<file path="src/rtl/eth_tx_fifo_arb.sv">
// Frame-granular round-robin arbiter feeding {last, data} words into the TX async FIFO write port.
// Optional per-source frame and truncation counters are enabled with ETH_TX_ARB_STATS_EN.
module eth_tx_fifo_arb #(
    parameter int unsigned DATA_W  = 8,
    parameter int unsigned MAX_LEN = 1518,
    parameter int unsigned CNT_W   = 11
) (
    input  logic              clk,
    input  logic              rst,
    input  logic              s0_valid,
    input  logic [DATA_W-1:0] s0_data,
    input  logic              s0_last,
    output logic              s0_ready,
    input  logic              s1_valid,
    input  logic [DATA_W-1:0] s1_data,
    input  logic              s1_last,
    output logic              s1_ready,
    input  logic              fifo_wfull,
    input  logic              fifo_awfull,
    output logic              fifo_winc,
    output logic [DATA_W:0]   fifo_wdata,
    output logic [1:0]        grant,
    output logic              trunc
`ifdef ETH_TX_ARB_STATS_EN
    ,
    output logic [15:0]       s0_frames,
    output logic [15:0]       s1_frames,
    output logic [7:0]        trunc_cnt
`endif
);

    typedef enum logic [2:0] {IDLE, G0, G1, D0, D1} state_t;

    state_t            r_state;
    state_t            w_next;
    logic              r_rr_ptr;
    logic              w_rr_next;
    logic [CNT_W-1:0]  r_cnt;
    logic [CNT_W-1:0]  w_cnt_next;
    logic              w_sel1;
    logic              w_valid;
    logic              w_last;
    logic [DATA_W-1:0] w_data;
    logic              w_ready;
    logic              w_wr;
    logic              w_last_eff;
    logic              w_trunc;

    // Next-state, readiness and write decision for the granted source
    always_comb begin
        w_next     = r_state;
        w_rr_next  = r_rr_ptr;
        w_cnt_next = r_cnt;
        w_ready    = 1'b0;
        w_wr       = 1'b0;
        w_last_eff = 1'b0;
        w_trunc    = 1'b0;
        w_sel1     = (r_state == G1) || (r_state == D1);
        w_valid    = w_sel1 ? s1_valid : s0_valid;
        w_last     = w_sel1 ? s1_last  : s0_last;
        w_data     = w_sel1 ? s1_data  : s0_data;
        case (r_state)
            IDLE: begin
                if (s0_valid && s1_valid) begin
                    w_next = r_rr_ptr ? G1 : G0;
                end else if (s0_valid) begin
                    w_next = G0;
                end else if (s1_valid) begin
                    w_next = G1;
                end
            end
            G0, G1: begin
                // awfull leaves one spare entry for the write already in flight
                w_ready = !fifo_awfull && !fifo_wfull;
                if (w_valid && w_ready) begin
                    w_wr = 1'b1;
                    if (w_last) begin
                        w_last_eff = 1'b1;
                        w_next     = IDLE;
                        w_rr_next  = !w_sel1;
                        w_cnt_next = '0;
                    end else if (r_cnt == CNT_W'(MAX_LEN - 1)) begin
                        w_last_eff = 1'b1;
                        w_trunc    = 1'b1;
                        w_next     = w_sel1 ? D1 : D0;
                        w_rr_next  = !w_sel1;
                        w_cnt_next = '0;
                    end else begin
                        w_cnt_next = r_cnt + CNT_W'(1);
                    end
                end
            end
            D0, D1: begin
                w_ready = 1'b1;
                if (w_valid && w_last) begin
                    w_next = IDLE;
                end
            end
            default: w_next = IDLE;
        endcase
        s0_ready = w_ready && !w_sel1;
        s1_ready = w_ready && w_sel1;
    end

    always_ff @(posedge clk or posedge rst) begin
        if (rst) begin
            r_state    <= IDLE;
            r_rr_ptr   <= 1'b0;
            r_cnt      <= '0;
            fifo_winc  <= 1'b0;
            fifo_wdata <= '0;
            grant      <= 2'b00;
            trunc      <= 1'b0;
        end else begin
            r_state    <= w_next;
            r_rr_ptr   <= w_rr_next;
            r_cnt      <= w_cnt_next;
            fifo_winc  <= w_wr;
            fifo_wdata <= {w_last_eff, w_data};
            grant      <= {(w_next == G1) || (w_next == D1), (w_next == G0) || (w_next == D0)};
            trunc      <= w_trunc;
        end
    end

`ifdef ETH_TX_ARB_STATS_EN
    // Frame counters advance together with the write of each frame's final word
    always_ff @(posedge clk or posedge rst) begin
        if (rst) begin
            s0_frames <= 16'd0;
            s1_frames <= 16'd0;
            trunc_cnt <= 8'd0;
        end else begin
            if (w_wr && w_last_eff && !w_sel1 && (s0_frames != 16'hFFFF)) begin
                s0_frames <= s0_frames + 16'd1;
            end
            if (w_wr && w_last_eff && w_sel1 && (s1_frames != 16'hFFFF)) begin
                s1_frames <= s1_frames + 16'd1;
            end
            if (w_trunc && (trunc_cnt != 8'hFF)) begin
                trunc_cnt <= trunc_cnt + 8'd1;
            end
        end
    end
`endif

endmodule
</file>
<file path="config.mk">
export PLATFORM = sky130hd
export DESIGN_NAME = eth_tx_fifo_arb
export DESIGN_NICKNAME = d
export VERILOG_FILES = /design/src/rtl/eth_tx_fifo_arb.sv
export SDC_FILE = /design/constraint.sdc
export NUM_CORES = 1
export LEC_CHECK = 0
export CORE_MARGIN = 2
export CORE_UTILIZATION = 23
export DETAILED_ROUTE_END_ITERATION = 10
export GPL_TIMING_DRIVEN = 0
export PLACE_DENSITY = 0.4
export RECOVER_POWER = 50
export SLEW_MARGIN = 15
export SYNTH_ARGS = -nofsm -noshare
export SYNTH_HDL_FRONTEND = slang
export SYNTH_SLANG_ARGS = --single-unit
</file>
<file path="constraint.sdc">
create_clock -name clk -period 2.05 [get_ports clk]
set_input_delay 0.41 -clock clk [delete_from_list [all_inputs] [get_ports clk]]
set_output_delay 0.41 -clock clk [all_outputs]
set_load 0.02 [all_outputs]
</file>
### Yosys cells after proc, flatten, opt, wreduce, memory -nomap -nowiden

Index checks and enable logic that the tools add are counted.
Widths: inputs -> output; s select.

* $add $sub $neg: 1
* equality and inequality tests: 9
* multiplexer cells: 27
* reduce and logical (&&, ||, !) cells: 18

Operator list (count)
* $mux 3: 8
* $mux 11: 2
* $mux 1: 13
* $eq 3x2->1 const B: 4
* $add 11x1->11 const B: 1
* $eq 11x11->1 const B: 1
* $pmux 3 s3: 1
* $mux 8: 1
* $eq 3x1->1 const B: 2
* $eq 3x3->1 const B: 2
* $logic_and 1x1->1: 6
* $reduce_or 2->1: 2
* $logic_not 1->1: 3
* $logic_not 3->1: 1
* $logic_or 1x1->1: 3
* $reduce_and 3->1: 1
* $mux 2: 1
* $pmux 1 s2: 1
* $reduce_and 2->1: 1
* $reduce_bool 2->1: 1

* register bits after elaboration: 28
* input port bits: 24
* output and inout port bits: 15
* word-level logic and storage cells: 62

### Depth between registers and ports, before layout

Gate-level depths: netlist of run 1.

* depth in word-level cells: 9
* mapped depth: 8
* gate-level depth less buffers: 7

### Worst setup path after synthesis of run 1

No wires, ideal clock.

* path type: register -> register
* from: register r_state[2]
* to: register r_cnt[10]
* setup time: 0.120 ns
* data arrival time: 1.714 ns
* required time: 1.930 ns
* path slack: 0.216 ns
* stages on the path, launching flop included: 7
* path buffers: 1
* clock period less this slack: 1.834 ns
* cells stage by stage: dfrtp_1 buf_6 or4b_4 a211o_4 nor3_4 xnor2_1 nor2_2

* cells in the longest elaborated chain, start to end: 5

Ends and longest elaborated chain
* start: declaration: line 34 `state_t r_state;`
* start signal: assignment: line 115 `r_state <= w_next;`
* $eq 3x2->1 or $eq 3x3->1 (tied branches): line 58, 62
* $logic_or 1x1->1: line 58 `w_sel1 = (r_state == G1) || (r_state == D1);`
* $mux 1: line 59 `w_valid = w_sel1 ? s1_valid : s0_valid;`
* $logic_and 1x1->1: line 75 `if (w_valid && w_ready) begin`
* $reduce_and 2->1 (no line)
* end signal: assignment: line 117 `r_cnt <= w_cnt_next;`
* end: declaration: line 38 `logic [CNT_W-1:0] r_cnt;`

Several ways; a longest one is shown, not always the timed one.
A chain may end at the register's enable or synchronous reset.

### Worst setup path after layout of run 1

Ends and elaborated chain as after synthesis.

==> flow_summary.toml, run 1 <==
[clock_tree]
insertion_delay_ns = 0.27
htree_levels = 1
cts_buffers = 3
clockBufferDepth = 2
cts_tree = "built"
clk_pin_slew_ns = 0.09
cts.sinks = 28
cts_root_buf = "clkbuf_8"

[synthesis]
syn-cell-area_um2 = 1430
yosysSeqAreaShare_pct = 49.1
async_flop_share_pct = 100
syn_inst = 132
synth-seq-cells = 28
synth-edff-count = 0
synth_flop_cell = "dfrtp_1"
ys_warn_count = 0
postSynthAreaPerCell_um2 = 10.8
synthDistinctLibCells = 38
syn_nets = 158

[sta]
worst_pin_slew_ns = 1.11
fin_crit_ns = 1.93
slew_viol_final = 0
fmax_mhz = 518
skew_ns = 0.00195
setup-violations-final = 0
min_period_over_period_pct = 94.2
slew_headroom_pct = 26.1
setup-tns-final_ns = 0
grt_setup_unrepaired = "no"
final-hold-violation-count = 0
setup_ws_ns = 0.119

[global_route]
grt_max_degree = 29
antenna_found_initial = 0
grt-ovfl-total = 0
grt_pass1_wl_um = 6000
grtUsageTotal_pct = 11.6
grt_pass1_vias = 1238

[layout]
final_cell_mix = "33 x clkdlybuf4s50_1, 28 x dfrtp_1, 13 x nor2_1, 12 x nand2_1, 9 x mux2_2"
nFillCells = 632
drive_gt1_share_pct = 17.7
final_common_cell = "clkdlybuf4s50_1"
num_antenna_cells = 0
final_core_utilization_pct = 33.4
instances_no_fill = 250
syn_to_final_growth_pct = 39.4
nNetsFinal = 202

[drt]
wl_per_cell_um = 14.2
drc = 0
finalWirelength_um = 3540
dr_total_vias = 1135
postRouteAntennaNets = 0
drt_iter0_drc = 64
dr.pass1.iters = 4
via_per_inst = 4.54

[floorplanning]
pin_count = 39
start_util_pct = 23.9
dieArea_um2 = 6850
die_w_um = 82.8
die_y_um = 82.8
coreArea_um2 = 5960
row_count = 28

[placed_design]
port_buffers = 38
pre_cts_ws_ns = -0.370
placed_cells = 245
hpwl_um = 2660
place_congestion = 0.843

[worst_setup_path]
crit_type = "reg2reg"
cp_cell_sequence = "buf_6 > or4b_4 > a211o_4 > nor3_4 > xnor2_1 > nor2_2"
path_max_fanout = 10
critPathRequiredTime_ns = 2.22
worst-path-buf-inv = 1
crit_arrival_ns = 2.10
endpoint_kind = "flop"
start_kind = "flop"
cpPeakStageDelay_ns = 0.56
cpMaxStageDelayCell = "or4b_4"
r2r_cells = 6
path_delay_family = "simple AND/OR/NAND/NOR gates"
cp.depth = 6

[power]
peakVddDrop_uv = 308
leakagePower_nw = 0.836
p_per_area_nw_per_um2 = 853
p_total_w = 0.00170

[outcome]
status = "completed"

[flow_run]
cap_violations = 0

[worst_hold_path]
hold_path.class = "reg2reg"
whs_path_depth = 2
[worst paths after layout]
kind / start / end / slack [ns]
setup / recovery: r_state[2]$_DFF_PP0_ / r_cnt[10]$_DFFE_PP0P_ / 0.12
hold / removal: r_cnt[1]$_DFFE_PP0P_ / r_cnt[1]$_DFFE_PP0P_ / 0.58
setup reg to reg: r_state[2]$_DFF_PP0_ / r_cnt[10]$_DFFE_PP0P_ / 0.12
hold reg to reg: r_cnt[1]$_DFFE_PP0P_ / r_cnt[1]$_DFFE_PP0P_ / 0.58
max in group asynchronous: rst / r_cnt[6]$_DFFE_PP0P_ / 0.53
min in group asynchronous: rst / fifo_wdata[6]$_DFF_PP0_ / 0.85
[cell usage after synthesis (2+ instances only)]
| cell | instances | share of area, % |
|---|---|---|
| ha_1 | 2 | 1.8 |
| buf_2 | 3 | 1.1 |
| nor4b_1 | 2 | 1.2 |
| a21oi_1 | 5 | 1.8 |
| mux2_2 | 9 | 7.1 |
| dfrtp_1 | 28 | 49 |
| nand3b_1 | 2 | 1.1 |
| nand3_1 | 4 | 1.4 |
| nand2b_1 | 2 | 0.88 |
| nand4_1 | 6 | 2.6 |
| xnor2_1 | 4 | 2.5 |
| xor2_1 | 5 | 3.1 |
| nor2_1 | 14 | 3.7 |
| mux2i_1 | 3 | 2.1 |
| inv_1 | 6 | 1.6 |
| nand2_1 | 12 | 3.2 |
| nor3_1 | 4 | 1.4 |
[kinds of logic after synthesis]
group                    Yosys count  synth area share (%)
multiplexers                      12                  9.21
XOR/XNOR                           9                  5.53
AND/OR/NAND/NOR                   56                  21.7
AO/OA/AOI/OAI                     15                  9.30
adder cells (fa/ha/maj)            2                  1.75
flip-flops                        28                  49.1
buffers and inverters             10                  3.42
[power by group]
| group | internal [W] | switching, W |
|---|---|---|
| clock | 0.000172 | 0.000170 |
| combinational | 0.000294 | 0.000351 |
| sequential | 0.000648 | 0.0000599 |
| total | 0.00111 | 0.000581 |
[layer usage]
metal | vias to the layer above | part of all wire [%] | GRT usage, %
met2 | 21 | 49 | 18.9
met4 | 0 | 1.6 | 5.41
li1 | 547 | - | -
met1 | 563 | 46 | 15.5
met3 | 4 | 4.1 | 1.30
met5 | - | 0 | 0
[registers in the layout, summed over array words and instances, names as in the netlist]
name        flops
fifo_wdata      9
fifo_winc       1
grant           2
r_cnt          11
r_rr_ptr        1
r_state         3
trunc           1
[what timing repair did]
action                                  CTS  global route
pin swaps                                 0             2
gates resized for setup                   7            10
endpoints found under the setup margin   12            13
hold endpoints to repair                  0             0
setup buffers                             0             1
hold buffers                              0             0
gates cloned                              0             0
[worst reg2reg max path, stage by stage, from the launching register on]
cell and delay (ns):
dfrtp_1 0.39, buf_6 0.14, or4b_4 0.56, a211o_4 0.36, nor3_4 0.18, xnor2_1 0.16, nor2_2 0.04
[area by class of cell]
cell class	instances	area, um^2	area share [%]
Buffer	4	28.8	1.45
Clock buffer	4	55.1	2.77
Inverter	6	22.5	1.13
Multi-Input combinational cell	94	708	35.6
Sequential cell	28	701	35.2
Tap cell	75	93.8	4.72
Timing Repair Buffer	39	379	19.1
[per-stage QoR]
stage	instance area [um^2]	hold WS, ns
after floorplan	1430	0.475
after global placement	1900	0.547
after detailed placement	1900	0.558
after CTS	1970	0.584
after global routing	1990	0.604
final	1990	0.580
Note: power is estimated with default switching activity, not from simulation.
==> run 2, diff against run 1 <==
Settings changed: PLACE_DENSITY 0.4 to not set.
==> run 2 against run 1 <==
Net effect:
- clock power decreased by 12%
- fmax increased by 0.92%
- sequential power about the same
- count of clock-buffer cells in the layout decreased by 1
- power decreased by 1.6%
- register-to-register slack improved by 0.02 ns
- final cell count increased by 0.40%
==> flow_summary.toml, run 2 (synthesized netlist as in run 1, its figures left out) <==
[drt]
dr_total_vias = 1120
drc = 0
finalWirelength_um = 3170
drt_iter0_drc = 52
wl_per_cell_um = 12.6
postRouteAntennaNets = 0
via_per_inst = 4.46
dr.pass1.iters = 4

[worst_setup_path]
crit_type = "reg2reg"
cp_cell_sequence = "buf_6 > or4b_4 > a211o_4 > nor3_4 > xnor2_1 > nor2_2"
endpoint_kind = "flop"
cpMaxStageDelayCell = "or4b_4"
critPathRequiredTime_ns = 2.22
regToRegSetupSlack_ns = 0.14
start_kind = "flop"
path_max_fanout = 10
crit_arrival_ns = 2.09
cpPeakStageDelay_ns = 0.56

[global_route]
grt_pass1_wl_um = 5230
grt_pass1_vias = 1099
grt-ovfl-total = 0
grtUsageTotal_pct = 10.1
grt_max_degree = 29
antenna_found_initial = 0

[clock_tree]
clk_pin_slew_ns = 0.09
cts_tree = "built"
insertion_delay_ns = 0.27
cts_root_buf = "clkbuf_8"
cts_buffers = 3
htree_levels = 1
clockBufferDepth = 2
cts.sinks = 28

[sta]
slew_viol_final = 0
min_period_over_period_pct = 93.3
slew_headroom_pct = 32.6
worst_pin_slew_ns = 1.00
grt_setup_unrepaired = "no"
skew_ns = 0.00330
fin_crit_ns = 1.91
setup-violations-final = 0
fmax_mhz = 523
final-hold-violation-count = 0

[placed_design]
postPlaceCellArea_um2 = 1900
place_congestion = 0.809
hpwl_um = 2310
port_buffers = 38
placed_cells = 245

[outcome]
status = "completed"

[layout]
design_area_um2 = 1990
syn_to_final_growth_pct = 39.8
nFillCells = 618
reg_top3 = "r_cnt (11), fifo_wdata (9), r_state (3)"
final_cell_mix = "33 x clkdlybuf4s50_1, 28 x dfrtp_1, 13 x nor2_1, 12 x nand2_1, 9 x mux2_2"
drive_gt1_share_pct = 18.8
final_common_cell = "clkdlybuf4s50_1"
multi_input_area_um2 = 709
num_antenna_cells = 0
nNetsFinal = 204
regArea_um2 = 701
final_core_utilization_pct = 33.5
instances_no_fill = 251
top_register = "r_cnt"
largest_reg_flops = 11

[floorplanning]
die_w_um = 82.8
die_y_um = 82.8
row_count = 28
dieArea_um2 = 6850
pin_count = 39
start_util_pct = 23.9
coreArea_um2 = 5960

[power]
peakVddDrop_uv = 368
p_per_area_nw_per_um2 = 836
leakagePower_nw = 0.862

[worst_hold_path]
hold_path.class = "reg2reg"

[flow_run]
cap_violations = 0
-- run 2: cell types whose count changed in the layout (fill, tap and decap cells not counted), sizes merged --
| cell | change |
|---|---|
| clkinv | +1 |
| buf | +3 |
| clkbuf | -2 |
| inv | -1 |
-- run 2: repair_timing --
| action | 4_1_cts | 5_1_grt |
|---|---|---|
| endpoints found under the setup margin | 2 | 14 |
| pin swaps | 0 | 3 |
| gates resized for setup | 7 | 10 |
| buffers inserted | 0 | 3 |
| hold buffers | 0 | 0 |
| cloned | 0 | 0 |
-- run 2: final timing paths --
check | start | to | cells after the start
max | r_state[2]$_DFF_PP0_ | r_cnt[10]$_DFFE_PP0P_ | 6
min | r_rr_ptr$_DFFE_PP0P_ | r_rr_ptr$_DFFE_PP0P_ | 1
max reg2reg | r_state[2]$_DFF_PP0_ | r_cnt[10]$_DFFE_PP0P_ | 6
min reg2reg | r_rr_ptr$_DFFE_PP0P_ | r_rr_ptr$_DFFE_PP0P_ | 1
max in group asynchronous | rst | grant[0]$_DFF_PP0_ | 2
min in group asynchronous | rst | r_cnt[2]$_DFFE_PP0P_ | 2
-- run 2: where the power goes --
| part | total (W) | internal [W] | switching (W) |
|---|---|---|---|
| clock network | 0.000302 | 0.000132 | 0.000169 |
| registers | 0.000710 | 0.000648 | 0.0000613 |
| logic | 0.000657 | 0.000304 | 0.000352 |
-- run 2: through the flow --
step	setup slack [ns]	hold WS, ns	power [W]	setup TNS [ns]
3_5_place_dp	-0.359	0.535	0.00136	-2.81
5_1_grt	0.000617	0.600	0.00178	0
4_1_cts	-0.0144	0.560	0.00166	-0.0144
3_3_place_gp	-0.372	0.535	0.00135	-2.17
2_1_floorplan	0.216	0.475	0.00110	0
6_report	0.137	0.551	0.00167	0
-- run 2: routing by layer --
metal	global-route usage [%]	wire length (um)	share of wire [%]
met5	0	0	0
met4	3.44	39	1.2
met3	2.83	186	5.9
met2	16.6	1510	47
met1	12.8	1440	45
-- run 2: area by class of cell --
cell class	count	area share (%)
multi-input combinational	94	35.6
tap	75	4.71
buffer	4	1.44
sequential	28	35.1
timing repair buffer	41	19.9
inverter	6	1.13
clock buffer	3	2.07
-- run 2: critical path: cells and delay by family (launching register included) --
family,cells,cell delay (ns)
AOI/OAI and AO/OA,1,0.35
and+or+nand+nor,3,0.76
DFF,1,0.40
buffers and inverters,1,0.15
xor gates and xnor gates,1,0.15
==> run 3, diff against run 2 <==
Settings changed: CORE_UTILIZATION 23 to 47, PLACE_DENSITY set to 0.78.
Clock period 2.05 ns to 1.8 ns, I/O delays scaled along.
==> run 3 against run 2 <==
Net effect:
- the flow now finishes with violations (setup timing)
- clock power down 1%
- count of clock-buffer cells in the layout increased by 1
- global-route usage grew 11 points
- largest power group is now combinational cells
- sequential power up 14%
- power increased by 16%
- combinational power increased by 27%
- critical path type unchanged
==> flow_summary.toml, run 3 (synthesized netlist as in run 1, its figures left out) <==
[worst_setup_path]
cpPeakStageDelay_ns = 0.51
cp_cell_sequence = "buf_6 > or4b_4 > a211o_4 > nor3_4 > xnor2_2 > nor2_2"
start_kind = "flop"
regToRegSetupSlack_ns = -0.03
path_max_fanout = 5
worst-path-buf-inv = 1
r2r_cells = 6
endpoint_kind = "flop"
timing.rr.end = "r_cnt[10]$_DFFE_PP0P_"
crit_arrival_ns = 2.06
path_delay_family = "simple AND/OR/NAND/NOR gates"
r2r_start = "r_state[2]$_DFF_PP0_"
crit_type = "reg2reg"
cpMaxStageDelayCell = "or4b_4"
critPathRequiredTime_ns = 2.03

[drt]
drc = 0
drt_iter0_drc = 83
dr_total_vias = 1184
postRouteAntennaNets = 0
wl_per_cell_um = 15.9
via_per_inst = 5.53
finalWirelength_um = 3410
dr.pass1.iters = 4

[clock_tree]
cts.sinks = 28
cts_buffers = 3
htree_levels = 1
cts_tree = "built"
clockBufferDepth = 2
insertion_delay_ns = 0.32
clk_pin_slew_ns = 0.15
cts_root_buf = "clkbuf_4"
hold_buffers = 0

[worst_hold_path]
hold_end = "r_cnt[1]$_DFFE_PP0P_"
min-delay-start = "r_cnt[1]$_DFFE_PP0P_"
hold_path.class = "reg2reg"
whs_path_depth = 2

[sta]
slew_viol_final = 0
skew_ns = 0.00888
final-hold-violation-count = 0
setup-violations-final = 2
min_period_over_period_pct = 102
fin_crit_ns = 1.83
setup_ws_ns = -0.0281
fmax_mhz = 547
grt_setup_unrepaired = "yes"
slew_headroom_pct = 30.2
worst_pin_slew_ns = 1.05

[floorplanning]
coreArea_um2 = 2830
dieArea_um2 = 3490
die_w_um = 59.1
start_util_pct = 50.4
row_count = 19
pin_count = 39
die_y_um = 59.1

[placed_design]
port_buffers = 38
placed_cells = 201
postPlaceCellArea_um2 = 1850
hpwl_um = 2360
place_congestion = 0.886

[outcome]
violations = "setup timing"
status = "finished with violations"

[layout]
nFillCells = 203
instances_no_fill = 214
regArea_um2 = 701
final_cell_mix = "32 x clkdlybuf4s50_1, 28 x dfrtp_1, 13 x nor2_1, 11 x buf_4, 11 x nand2_1"
final_core_utilization_pct = 71.6
num_antenna_cells = 0
largest_reg_flops = 11
drive_gt1_share_pct = 25.1
top_register = "r_cnt"
design_area_um2 = 2030
nNetsFinal = 210
syn_to_final_growth_pct = 42.0
final_common_cell = "clkdlybuf4s50_1"
reg_top3 = "r_cnt (11), fifo_wdata (9), r_state (3)"
multi_input_area_um2 = 753

[power]
leakagePower_nw = 0.869
p_per_area_nw_per_um2 = 959
peakVddDrop_uv = 610
p_total_w = 0.00194

[flow_run]
cap_violations = 0

[global_route]
grt_pass1_wl_um = 5520
antenna_found_initial = 0
grtUsageTotal_pct = 20.8
grt_max_degree = 29
grt_pass1_vias = 1164
grt-ovfl-total = 0
-- run 3: changes by cell type in the layout (fill, tap and decap cells not counted), sizes merged --
cell | before | now
buf | 7 | 13
clkbuf | 5 | 6
clkdlybuf4s50 | 33 | 32
clkinv | 1 | 0
dlygate4sd2 | 0 | 2
dlymetal6s2s | 2 | 1
inv | 5 | 6
-- run 3: worst max path at each step --
| stage | start | end | slack [ns] | depth (start not counted) |
|---|---|---|---|---|
| global route | r_cnt[0]$_DFFE_PP0P_ | grant[1]$_DFF_PP0_ | -0.11 | 5 |
| finish | r_state[2]$_DFF_PP0_ | r_cnt[10]$_DFFE_PP0P_ | -0.03 | 6 |
| CTS | r_state[2]$_DFF_PP0_ | r_cnt[10]$_DFFE_PP0P_ | -0.04 | 6 |
| global placement | fifo_wfull | s1_ready | -0.52 | 5 |
| floorplan | r_state[2]$_DFF_PP0_ | r_cnt[10]$_DFFE_PP0P_ | 0.01 | 6 |
| detailed placement | fifo_wfull | s1_ready | -0.51 | 5 |
-- run 3: area by class of cell --
cell class	count	area share (%)
Buffer	4	1.67
Clock buffer	4	1.79
Inverter	6	1.11
Multi-Input combinational cell	94	37.2
Sequential cell	28	34.6
Tap cell	31	1.91
Timing Repair Buffer	47	21.7
-- run 3: worst register-to-register path: cells and delay by family, from the launching register on --
family | cells | cell delay, ns
AND/OR/NAND/NOR | 3 | 0.71
flip-flops | 1 | 0.41
AO/OA/AOI/OAI | 1 | 0.35
buffers and inverters | 1 | 0.14
XOR/XNOR | 1 | 0.14
-- run 3: metrics by stage --
step | setup WS [ns] | hold slack, ns | TNS (ns)
floorplan | 0.0114 | 0.425 | 0
global placement | -0.519 | 0.518 | -4.76
detailed placement | -0.508 | 0.543 | -4.74
CTS | -0.0422 | 0.583 | -0.0743
global route | -0.108 | 0.607 | -0.649
finish | -0.0281 | 0.581 | -0.0472
-- run 3: layer usage --
layer / track usage, % / wire, um
met1: 29.5 / 1570
met4: 7.14 / 29
met5: 0 / 0
met3: 1.97 / 137
met2: 33.5 / 1680
-- run 3: what timing repair did --
item / 4_1_cts / 5_1_grt
setup endpoints to repair: 16 / 16
setup buffers: 3 / 6
pin swaps: 7 / 5
gates resized for setup: 23 / 9
-- run 3: where the power goes --
group          internal (W)  switching, W
combinational      0.000397      0.000438
sequential         0.000738     0.0000710
clock              0.000124      0.000175
total               0.00126      0.000683
